<file path="src/rtl/fp_issue_sched_if.sv">
// Handshake bundle between FP decode, the issue scheduler and the FP writeback/forwarding logic.
// The master side is FP decode; the slave side is the scheduler.
interface fp_issue_sched_if;
  logic        id_valid;
  logic        id_fp_write;
  logic        id_is_div;
  logic [4:0]  id_rd;
  logic [4:0]  id_rs1;
  logic [4:0]  id_rs2;
  logic        id_use_rs1;
  logic        id_use_rs2;
  logic        flush;
  logic        issue;
  logic        stall;
  logic        div_start;
  logic        wb_valid;
  logic [4:0]  wb_rd;
  logic        wb_sel;
  logic [31:0] pending;

  modport master (
    output id_valid, id_fp_write, id_is_div, id_rd, id_rs1, id_rs2,
           id_use_rs1, id_use_rs2, flush,
    input  issue, stall, div_start, wb_valid, wb_rd, wb_sel, pending
  );

  modport slave (
    input  id_valid, id_fp_write, id_is_div, id_rd, id_rs1, id_rs2,
           id_use_rs1, id_use_rs2, flush,
    output issue, stall, div_start, wb_valid, wb_rd, wb_sel, pending
  );
endinterface

</file>
<file path="src/rtl/fp_issue_sched.sv">
// FP issue scheduler: hazard checks for the ID instruction, in-flight destination scoreboard,
// writeback-slot reservation for the single FP writeback port, and FDIV busy tracking.
module fp_issue_sched #(
  parameter int PIPE_LAT = 4,
  parameter int DIV_LAT  = 12
) (
  input logic              clk,
  input logic              rst,
  fp_issue_sched_if.slave  bus
);

  localparam int CNT_W = $clog2(DIV_LAT + 1);

  typedef struct packed {
    logic       valid;
    logic [4:0] rd;
    logic       sel;
  } res_t;

  // res_q[k] describes the writeback happening k cycles from now; res_q[0] is this cycle's.
  res_t             res_q [DIV_LAT];
  res_t             res_d [DIV_LAT];
  logic [31:0]      pending_q, pending_d;
  logic [CNT_W-1:0] div_cnt_q;

  logic active, raw1, raw2, waw, div_busy, port_busy, hazard, issue_w;

  assign active = bus.id_valid & ~bus.flush & ~rst;

  // A source written back this very cycle is forwarded, so it is not a RAW hazard.
  assign raw1 = bus.id_use_rs1 & pending_q[bus.id_rs1]
              & ~(res_q[0].valid & (res_q[0].rd == bus.id_rs1));
  assign raw2 = bus.id_use_rs2 & pending_q[bus.id_rs2]
              & ~(res_q[0].valid & (res_q[0].rd == bus.id_rs2));
  assign waw       = bus.id_fp_write & pending_q[bus.id_rd];
  assign div_busy  = bus.id_is_div & (div_cnt_q > CNT_W'(1));
  // Nothing can already hold the slot DIV_LAT ahead, so only pipelined ops can collide.
  assign port_busy = bus.id_fp_write & ~bus.id_is_div & res_q[PIPE_LAT].valid;

  assign hazard  = raw1 | raw2 | waw | div_busy | port_busy;
  assign issue_w = active & ~hazard;

  assign bus.issue     = issue_w;
  assign bus.stall     = active & hazard;
  assign bus.div_start = issue_w & bus.id_is_div;
  assign bus.wb_valid  = res_q[0].valid;
  assign bus.wb_rd     = res_q[0].rd;
  assign bus.wb_sel    = res_q[0].sel;
  assign bus.pending   = pending_q;

  // NOTE: every variable driven here gets a default first so no latch can be inferred.
  always_comb begin
    for (int i = 0; i < DIV_LAT - 1; i++) res_d[i] = res_q[i + 1];
    res_d[DIV_LAT-1] = '0;
    pending_d = pending_q;
    if (res_q[0].valid) pending_d[res_q[0].rd] = 1'b0;
    if (issue_w && bus.id_fp_write) begin
      pending_d[bus.id_rd] = 1'b1;
      if (bus.id_is_div) res_d[DIV_LAT-1]  = '{valid: 1'b1, rd: bus.id_rd, sel: 1'b1};
      else               res_d[PIPE_LAT-1] = '{valid: 1'b1, rd: bus.id_rd, sel: 1'b0};
    end
  end

  // NOTE: sequential state uses non-blocking assignments so every flop samples pre-edge values.
  always_ff @(posedge clk) begin
    if (rst) begin
      // NOTE: the reservation store is reset because its valid bits drive wb_valid directly.
      for (int i = 0; i < DIV_LAT; i++) res_q[i] <= '0;
      pending_q <= '0;
      div_cnt_q <= '0;
    end else begin
      for (int i = 0; i < DIV_LAT; i++) res_q[i] <= res_d[i];
      pending_q <= pending_d;
      if (bus.div_start)       div_cnt_q <= CNT_W'(DIV_LAT);
      else if (div_cnt_q != 0) div_cnt_q <= div_cnt_q - CNT_W'(1);
    end
  end

endmodule
</file>
<file path="src/flat_wrapper.sv">
// flat-port wrapper written by rule: the top's interface ports become plain ports
module fp_issue_sched_flat 
#(
  parameter int PIPE_LAT = 4,
  parameter int DIV_LAT  = 12
)
  (clk, rst, bus_id_valid, bus_id_fp_write, bus_id_is_div, bus_id_rd, bus_id_rs1, bus_id_rs2, bus_id_use_rs1, bus_id_use_rs2, bus_flush, bus_issue, bus_stall, bus_div_start, bus_wb_valid, bus_wb_rd, bus_wb_sel, bus_pending);
  fp_issue_sched_if bus_i ();
  input logic clk;
  input logic rst;
  input wire logic [$bits(bus_i.id_valid)-1:0] bus_id_valid;
  input wire logic [$bits(bus_i.id_fp_write)-1:0] bus_id_fp_write;
  input wire logic [$bits(bus_i.id_is_div)-1:0] bus_id_is_div;
  input wire logic [$bits(bus_i.id_rd)-1:0] bus_id_rd;
  input wire logic [$bits(bus_i.id_rs1)-1:0] bus_id_rs1;
  input wire logic [$bits(bus_i.id_rs2)-1:0] bus_id_rs2;
  input wire logic [$bits(bus_i.id_use_rs1)-1:0] bus_id_use_rs1;
  input wire logic [$bits(bus_i.id_use_rs2)-1:0] bus_id_use_rs2;
  input wire logic [$bits(bus_i.flush)-1:0] bus_flush;
  output wire logic [$bits(bus_i.issue)-1:0] bus_issue;
  output wire logic [$bits(bus_i.stall)-1:0] bus_stall;
  output wire logic [$bits(bus_i.div_start)-1:0] bus_div_start;
  output wire logic [$bits(bus_i.wb_valid)-1:0] bus_wb_valid;
  output wire logic [$bits(bus_i.wb_rd)-1:0] bus_wb_rd;
  output wire logic [$bits(bus_i.wb_sel)-1:0] bus_wb_sel;
  output wire logic [$bits(bus_i.pending)-1:0] bus_pending;
  assign bus_i.id_valid = bus_id_valid;
  assign bus_i.id_fp_write = bus_id_fp_write;
  assign bus_i.id_is_div = bus_id_is_div;
  assign bus_i.id_rd = bus_id_rd;
  assign bus_i.id_rs1 = bus_id_rs1;
  assign bus_i.id_rs2 = bus_id_rs2;
  assign bus_i.id_use_rs1 = bus_id_use_rs1;
  assign bus_i.id_use_rs2 = bus_id_use_rs2;
  assign bus_i.flush = bus_flush;
  assign bus_issue = bus_i.issue;
  assign bus_stall = bus_i.stall;
  assign bus_div_start = bus_i.div_start;
  assign bus_wb_valid = bus_i.wb_valid;
  assign bus_wb_rd = bus_i.wb_rd;
  assign bus_wb_sel = bus_i.wb_sel;
  assign bus_pending = bus_i.pending;
  fp_issue_sched #(.PIPE_LAT(PIPE_LAT), .DIV_LAT(DIV_LAT)) u_core (.clk(clk), .rst(rst), .bus(bus_i));
endmodule
</file>
<file path="config.mk">
export PLATFORM = sky130hd
export DESIGN_NAME = fp_issue_sched_flat
export DESIGN_NICKNAME = d
export VERILOG_FILES = /design/src/rtl/fp_issue_sched_if.sv /design/src/rtl/fp_issue_sched.sv /design/src/flat_wrapper.sv
export SDC_FILE = /design/constraint.sdc
export NUM_CORES = 1
export LEC_CHECK = 0
export BUFFER_PORTS_ARGS = -buffer_cell sky130_fd_sc_hd__buf_2
export CAP_MARGIN = 25
export CELL_PAD_IN_SITES_DETAIL_PLACEMENT = 1
export CELL_PAD_IN_SITES_GLOBAL_PLACEMENT = 1
export CORE_ASPECT_RATIO = 0.8
export CORE_MARGIN = 4
export CORE_UTILIZATION = 50
export CTS_BUF_LIST = sky130_fd_sc_hd__clkbuf_4 sky130_fd_sc_hd__clkbuf_8
export CTS_CLUSTER_DIAMETER = 200
export DETAILED_ROUTE_END_ITERATION = 12
export GPL_TIMING_DRIVEN = 0
export PLACE_DENSITY = 0.95
export SYNTH_ARGS = -nofsm -noshare
export SYNTH_HDL_FRONTEND = slang
export SYNTH_SLANG_ARGS = --single-unit
</file>
<file path="constraint.sdc">
create_clock -name clk -period 4.4 [get_ports clk]
set_clock_uncertainty 0.05 [all_clocks]
set_input_delay 0.88 -clock clk [delete_from_list [all_inputs] [get_ports clk]]
set_output_delay 0.88 -clock clk [all_outputs]
set_load 0.02 [all_outputs]
</file>
==> results of run 1 <==
==> layer usage <==
metal  track usage [%]  wire, µm
met1              35.4      6270
met2              43.5      7280
met3              9.14      1730
met4              8.45       381
met5                 0         0
==> critical path: stages <==
cell	delay [ns]
buf_6	0.11
buf_6	0.18
mux4_2	0.51
mux2i_1	0.20
nand3b_1	0.16
o2111ai_2	0.20
and4_1	0.26
buf_2	0.19
and3_1	0.21
buf_2	0.20
buf_2	0.19
==> area by class of cell <==
type	count	area share, %
Multi-Input combinational cell	352	45.0
Sequential cell	112	39.6
Timing Repair Buffer	56	4.95
Buffer	40	3.64
Tap cell	136	3.00
Clock buffer	9	2.19
Clock inverter	7	1.35
Inverter	5	0.331
==> registers in the layout, summed over array words and instances (netlist names) <==
| register | flops |
|---|---|
| u_core.res_q | 76 |
| u_core.bus.pending | 32 |
| u_core.div_cnt_q | 4 |
==> cells in the final DEF, fill, tap and decap left out, types with 7 or more instances in the layout <==
cell type	n
nor2_1	10
nand3_1	11
nor3_1	9
nor2b_1	84
mux2i_1	24
xnor2_1	7
a21oi_1	9
dfxtp_1	112
mux4_2	13
clkbuf_1	25
nand3b_1	27
buf_2	60
nand2_1	27
o21ai_0	22
and3_1	8
o21ai_1	25
clkbuf_8	9
o21ai_2	8
==> repair_timing <==
item	CTS	global route
resized for setup	0	3
endpoints found under the setup margin	0	1
buffers inserted	0	0
==> cells by family (layout without fill, tap and decap cells) <==
| kind of cell | after synthesis | count (layout) | share of synthesized area (%) |
|---|---|---|---|
| AO/OA/AOI/OAI | 87 | 87 | 11.0 |
| XOR/XNOR | 11 | 11 | 1.92 |
| adder cells (fa/ha/maj) | 2 | 2 | 0.499 |
| buffers and inverters | 45 | 117 | 4.44 |
| flip-flops | 112 | 112 | 44.7 |
| multiplexers | 41 | 41 | 11.5 |
| AND/OR/NAND/NOR | 211 | 211 | 25.9 |
==> through the flow <==
stage                     setup slack [ns]  total power [mW]
after global routing                0.0576              1.96
after global placement               0.248              1.27
after floorplan                      0.777              1.23
after CTS                           0.0897              1.89
final                                0.181              1.89
after detailed placement            0.0912              1.29
==> power by group <==
part	switching (mW)	internal, mW	total, mW	leakage (nW)
registers	0.0138	1.03	1.04	0.903
logic	0.145	0.0875	0.233	1.20
clock network	0.386	0.224	0.610	0.0988
total	0.545	1.34	1.89	2.20
==> final timing paths <==
kind,to,depth (start not counted)
worst max-delay path,bus_div_start,11
worst min-delay path,u_core.res_q[0][53]$_SDFF_PP0_,1
worst max register to register,u_core.bus.pending[27]$_SDFF_PP0_,8
worst min register to register,u_core.res_q[0][53]$_SDFF_PP0_,1
==> results.md, run 1 <==
- Synthesis-to-layout area growth: 13.0%
- Finished Cell Area: 5670 µm²
- DP Area: between 5000 and 6000 µm²
- Die Wd: between 100 and 150 µm
- Top post-synthesis cells by count: dfxtp_1 (112), nor2b_1 (84), nand2_1 (27), nand3b_1 (27), clkbuf_1 (26)
- Crit path DAT: approximately 3.3 ns
- Core Area: 9730 µm²
- Worst Hold Class: register to register
- Final Max Tran Viols: 0
- Setup TNS: 0 ns
- Iter 0 DRT Violations: 408
- Distinct cells, synth: 62
- Final WL: 15.7 mm
- Vias: 4317
- Ys flop type: dfxtp_1
- RSZ-0062 raised after global routing: false
- Total CTS buffers: 9
- Synthesized cell area: approximately 5000 µm²
- Initial antenna violation count: 0
- Hold Violations, Final: 0
- Synth area leader: dfxtp_1
- P_leak: around 2.2 nW
- Clk sink count: 112
- Avg Cell Area, Syn: 9.85 µm²
- Worst r2r src: u_core.res_q[0][5]$_SDFF_PP0_
- Kind of critical path: input pin to primary output
- Site row count: 32
- Drt pass-1 iters: 5
- Crit. Startpoint: bus_id_rs1[0]
- # port buffers: 56
- Worst slew margin: 47.8%
- R2R Setup Slk: 1.23 ns
- H-tree levels: 3
- Initial Util: 51.5%
- GRT Total Usage: 27.4%
- Utilization after layout: 58.2%
- Clock slew at reported path FFs: 0.12 ns
- # DRC: 0
- Io pins: 65
- CTS tree: yes
- Cells after Synth: 509
- CP Data Required Time: 3.47 ns
- Largest net degree at the start of global routing: 22
- Number of synthesized flops with an enable pin: 0
- Final min period: 4.22 ns
- #FFs+latches synth: 112
- Synthesized net count: 534
- Sequential cell area: 2240 µm²
- Vias per std cell: 6.02
- Nets@finish: 601
- Non-Filler Instances: 717
- Die Y: 97.6 µm
- First-pass GRT wire length: 25.0 mm
- Worst Hold Launch: u_core.res_q[0][60]$_SDFF_PP0_
- RePlAce Congestion: between 0.9 and 1
- VDD IR max: roughly 270 µV
- Mean routed wirelength per cell: ~22 µm
- Worst-skew pair later-pin latency: between 0.3 and 0.4 ns
- Slew @ Worst Pin: roughly 0.8 ns
- Share of cells above drive strength 1: between 20% and 30%
- Antenna-violating nets left: 0
- Vias in the first global route: 4551
- Top-count cell post-synth: dfxtp_1
- Top cell type's share of synthesized area: 44.7%
- Crit path launch type: input pin
- Grt total ovfl: 0
- Power per standard cell area: 333 nW/µm²
- Final Cycle Share: between 90% and 100%
- Status: complete, no violations
- Overall die area: about 12000 µm²
- Async SR Flop Fraction: 0%
- Placed Instances: between 700 and 800
- Top post-synthesis cells by area: dfxtp_1 (45%), nor2b_1 (10%), mux4_2 (5.8%)
- Diode count: 0
- Synthesis Warnings: 0
- FILL cells: 1129
- Area occupied by multi-input gates: 2550 µm²
- Dpl hpwl: about 11 mm
- Worst hold slack: 0.392 ns
- Hold bufs inserted after CTS: 0
- Max_cap viols: 0
- # setup viols final: 0
- Highest Clock Rate: 237 MHz
- Sequential area share after synthesis: 44.7%
- Max clock buf depth: 2
- Worst Setup End Kind: primary output
- Crit path max fanout: 10
- Clock Tree Root: clkbuf_8
No activity file was read; power rests on OpenSTA's default activity.
==> run 2: changes to the inputs <==
CELL_PAD_IN_SITES_DETAIL_PLACEMENT = 0   (was 1)
==> run 2 against run 1 <==
Sequential share of layout area grew 0.070 points. Hold slack lost 0.0021 ns. Clock-buffer cell count is the same. Register-to-register slack gained 0.21 ns. Global-route usage shrank 4.6 points. Via count shrank 6.0%. Combinational power shrank 7%. Non-clock buffer count shrank 1. Flip-flop and latch count is the same. Wire length shrank 17%. Fmax is essentially flat. Cell area shrank 0.18%.
==> results.md, run 2 (synthesis results as in run 1) <==
- Status: complete, no violations (unchanged)
- Slew @ Worst Pin: 0.654 ns (was 0.783 ns)
- Initial Util: 51.5% (unchanged)
- Kind of critical path: input pin to primary output (unchanged)
- Hold Path Stages: 1 (unchanged)
- Share of cells above drive strength 1: 20.2% (was 20.5%)
- Vias in the first global route: 3878 (was 4551)
- Total CTS buffers: 9 (unchanged)
- Power per standard cell area: 328 nW/µm² (was 333 nW/µm²)
- Worst Hold Class: register to register (unchanged)
- # DRC: 0 (unchanged)
- Max FFs per register: 76 (unchanged)
- Vias: 4056 (was 4317)
- Drt pass-1 iters: 5 (unchanged)
- R2R Setup Slk: 1.44 ns (was 1.23 ns)
- Worst slew margin: 56.3% (was 47.8%)
- Final Cycle Share: 95.9% (about the same)
- Vias per std cell: 5.66 (was 6.02)
- Crit path DAT: 3.29 ns (about the same)
- RSZ-0062 raised after global routing: false (unchanged)
- Non-Filler Instances: 716 (was 717)
- VDD IR max: 191 µV (was 271 µV)
- Mean routed wirelength per cell: 18.2 µm (was 21.8 µm)
- Worst r2r src: u_core.res_q[0][5]$_SDFF_PP0_ (unchanged)
- Crit. Startpoint: bus_id_rs1[2] (was bus_id_rs1[0])
- Antenna-violating nets left: 0 (unchanged)
- Worst-skew pair later-pin latency: 0.38 ns (was 0.39 ns)
- Clk sink count: 112 (unchanged)
- Synthesis-to-layout area growth: 12.8% (was 13.0%)
- Die Y: 97.6 µm (unchanged)
- Power Total: 1.86 mW (was 1.89 mW)
- Most common cell after layout, fill and taps aside: dfxtp_1 (unchanged)
- Clock share of power: 32.1% (was 32.3%)
- Highest Clock Rate: 237 MHz (about the same)
- Die Wd: 120 µm (unchanged)
- Site row count: 32 (unchanged)
- Iter 0 DRT Violations: 378 (was 408)
- Nets@finish: 600 (was 601)
- GRT Total Usage: 22.8% (was 27.4%)
- Switch Pwr: 517 µW (was 545 µW)
- CP Data Required Time: 3.47 ns (about the same)
- # setup viols final: 0 (unchanged)
- # port buffers: 56 (unchanged)
- Final Max Tran Viols: 0 (unchanged)
- Crit path launch type: input pin (unchanged)
- Postcts setup bufs: 0 (unchanged)
- Final WL: 13.1 mm (was 15.7 mm)
- Hold Violations, Final: 0 (unchanged)
- Max_cap viols: 0 (unchanged)
- Worst Setup End Kind: primary output (unchanged)
- Combinational Power Share: 11.7% (was 12.3%)
- Crit path max fanout: 10 (unchanged)
- Sw Share: 27.9% (was 28.9%)
- Largest net degree at the start of global routing: 22 (unchanged)
- Final min period: 4.22 ns (about the same)
- First-pass GRT wire length: 20.9 mm (was 25.0 mm)
- FILL cells: 866 (was 1129)
- CTS tree: yes (unchanged)
- Clock slew at reported path FFs: 0.10 ns (was 0.12 ns)
- Reg2Reg Capture Point: u_core.bus.pending[26]$_SDFF_PP0_ (was u_core.bus.pending[27]$_SDFF_PP0_)
- Flop pwr share: 56.2% (was 55.3%)
- Internal: 1.34 mW (about the same)
- Max clock buf depth: 2 (unchanged)
- Clock Tree Root: clkbuf_8 (unchanged)
- Io pins: 65 (unchanged)
- Utilization after layout: 58.1% (was 58.2%)
- Reg2reg path depth: 8 (unchanged)
- Initial antenna violation count: 0 (unchanged)
- Grt total ovfl: 0 (unchanged)
- Hold bufs inserted after CTS: 0 (unchanged)
- Most frequent cells in the layout: dfxtp_1 (112), nor2b_1 (84), buf_2 (60), nand3b_1 (27), nand2_1 (27) (unchanged)
- Diode count: 0 (unchanged)
- Post_cts resized: 0 (unchanged)
- Dpl hpwl: 9.74 mm (was 11.5 mm)
- Core Area: 9730 µm² (unchanged)
- Setup TNS: 0 ns (unchanged)
- Worst Hold Launch: u_core.res_q[0][27]$_SDFF_PP0_ (was u_core.res_q[0][60]$_SDFF_PP0_)
- RePlAce Congestion: 0.930 (unchanged)
- P_leak: 2.20 nW (about the same)
- Hold Path Sink: u_core.res_q[0][20]$_SDFF_PP0_ (was u_core.res_q[0][53]$_SDFF_PP0_)
- Placed Instances: 701 (unchanged)
- Most flops, register: u_core.res_q (unchanged)
- H-tree levels: 3 (unchanged)
- Overall die area: 11700 µm² (unchanged)
[run 2: cell types whose count changed in the layout (fill, tap and decap cells not counted), sizes merged]
| cell | change |
|---|---|
| clkbuf | -1 |
| clkinv | -1 |
| clkinvlp | -1 |
| inv | +2 |
[run 2: power groups by stage]
stage	registers, mW	clock network [mW]	logic [mW]
floorplan	1.06	0	0.162
detailed placement	1.07	0	0.215
CTS	1.04	0.609	0.217
global route	1.05	0.660	0.240
global placement	1.06	0	0.207
finish	1.04	0.596	0.217
[run 2: stage by stage]
stage / instance area [µm²] / hold WS (ns) / worst slack, ns
after floorplan: 5010 / 0.364 / 0.777
after global placement: 5460 / 0.365 / 0.248
after detailed placement: 5460 / 0.372 / 0.229
after CTS: 5660 / 0.389 / 0.222
after global routing: 5660 / 0.394 / 0.00827
final: 5660 / 0.390 / 0.182
[run 2: area by class of cell]
class                           count  area, µm²  area share (%)
Inverter                            5       18.8           0.332
Clock buffer                        9        124            2.19
Buffer                             39        200            3.54
Multi-Input combinational cell    352       2550            45.1
Clock inverter                      7       72.6            1.28
Timing Repair Buffer               56        280            4.95
Tap cell                          136        170            3.01
Sequential cell                   112       2240            39.6
[run 2: how the worst max path moves through the flow]
| stage | slack (ns) | cells past startpoint | end |
|---|---|---|---|
| after CTS | 0.22 | 10 | bus_div_start |
| after floorplan | 0.78 | 10 | bus_div_start |
| final | 0.18 | 10 | bus_div_start |
| after detailed placement | 0.23 | 10 | bus_div_start |
| after global routing | 0.008 | 10 | bus_div_start |
| after global placement | 0.25 | 10 | bus_div_start |
[run 2: worst max-delay path, cell delays in order]
cell,delay (ns)
clkbuf_1,0.41
mux4_2,0.39
mux2i_1,0.16
nor2b_1,0.09
o2111ai_2,0.35
and4_1,0.23
buf_2,0.18
and3_1,0.20
buf_2,0.20
buf_2,0.19
[run 2: layer usage]
layer	vias to the layer above	part of all wire, %	GRT usage (%)
li1	1905	-	-
met1	1911	44	32.6
met2	219	42	32.2
met3	21	12	8.61
met4	0	1.5	5.99
met5	-	0	0
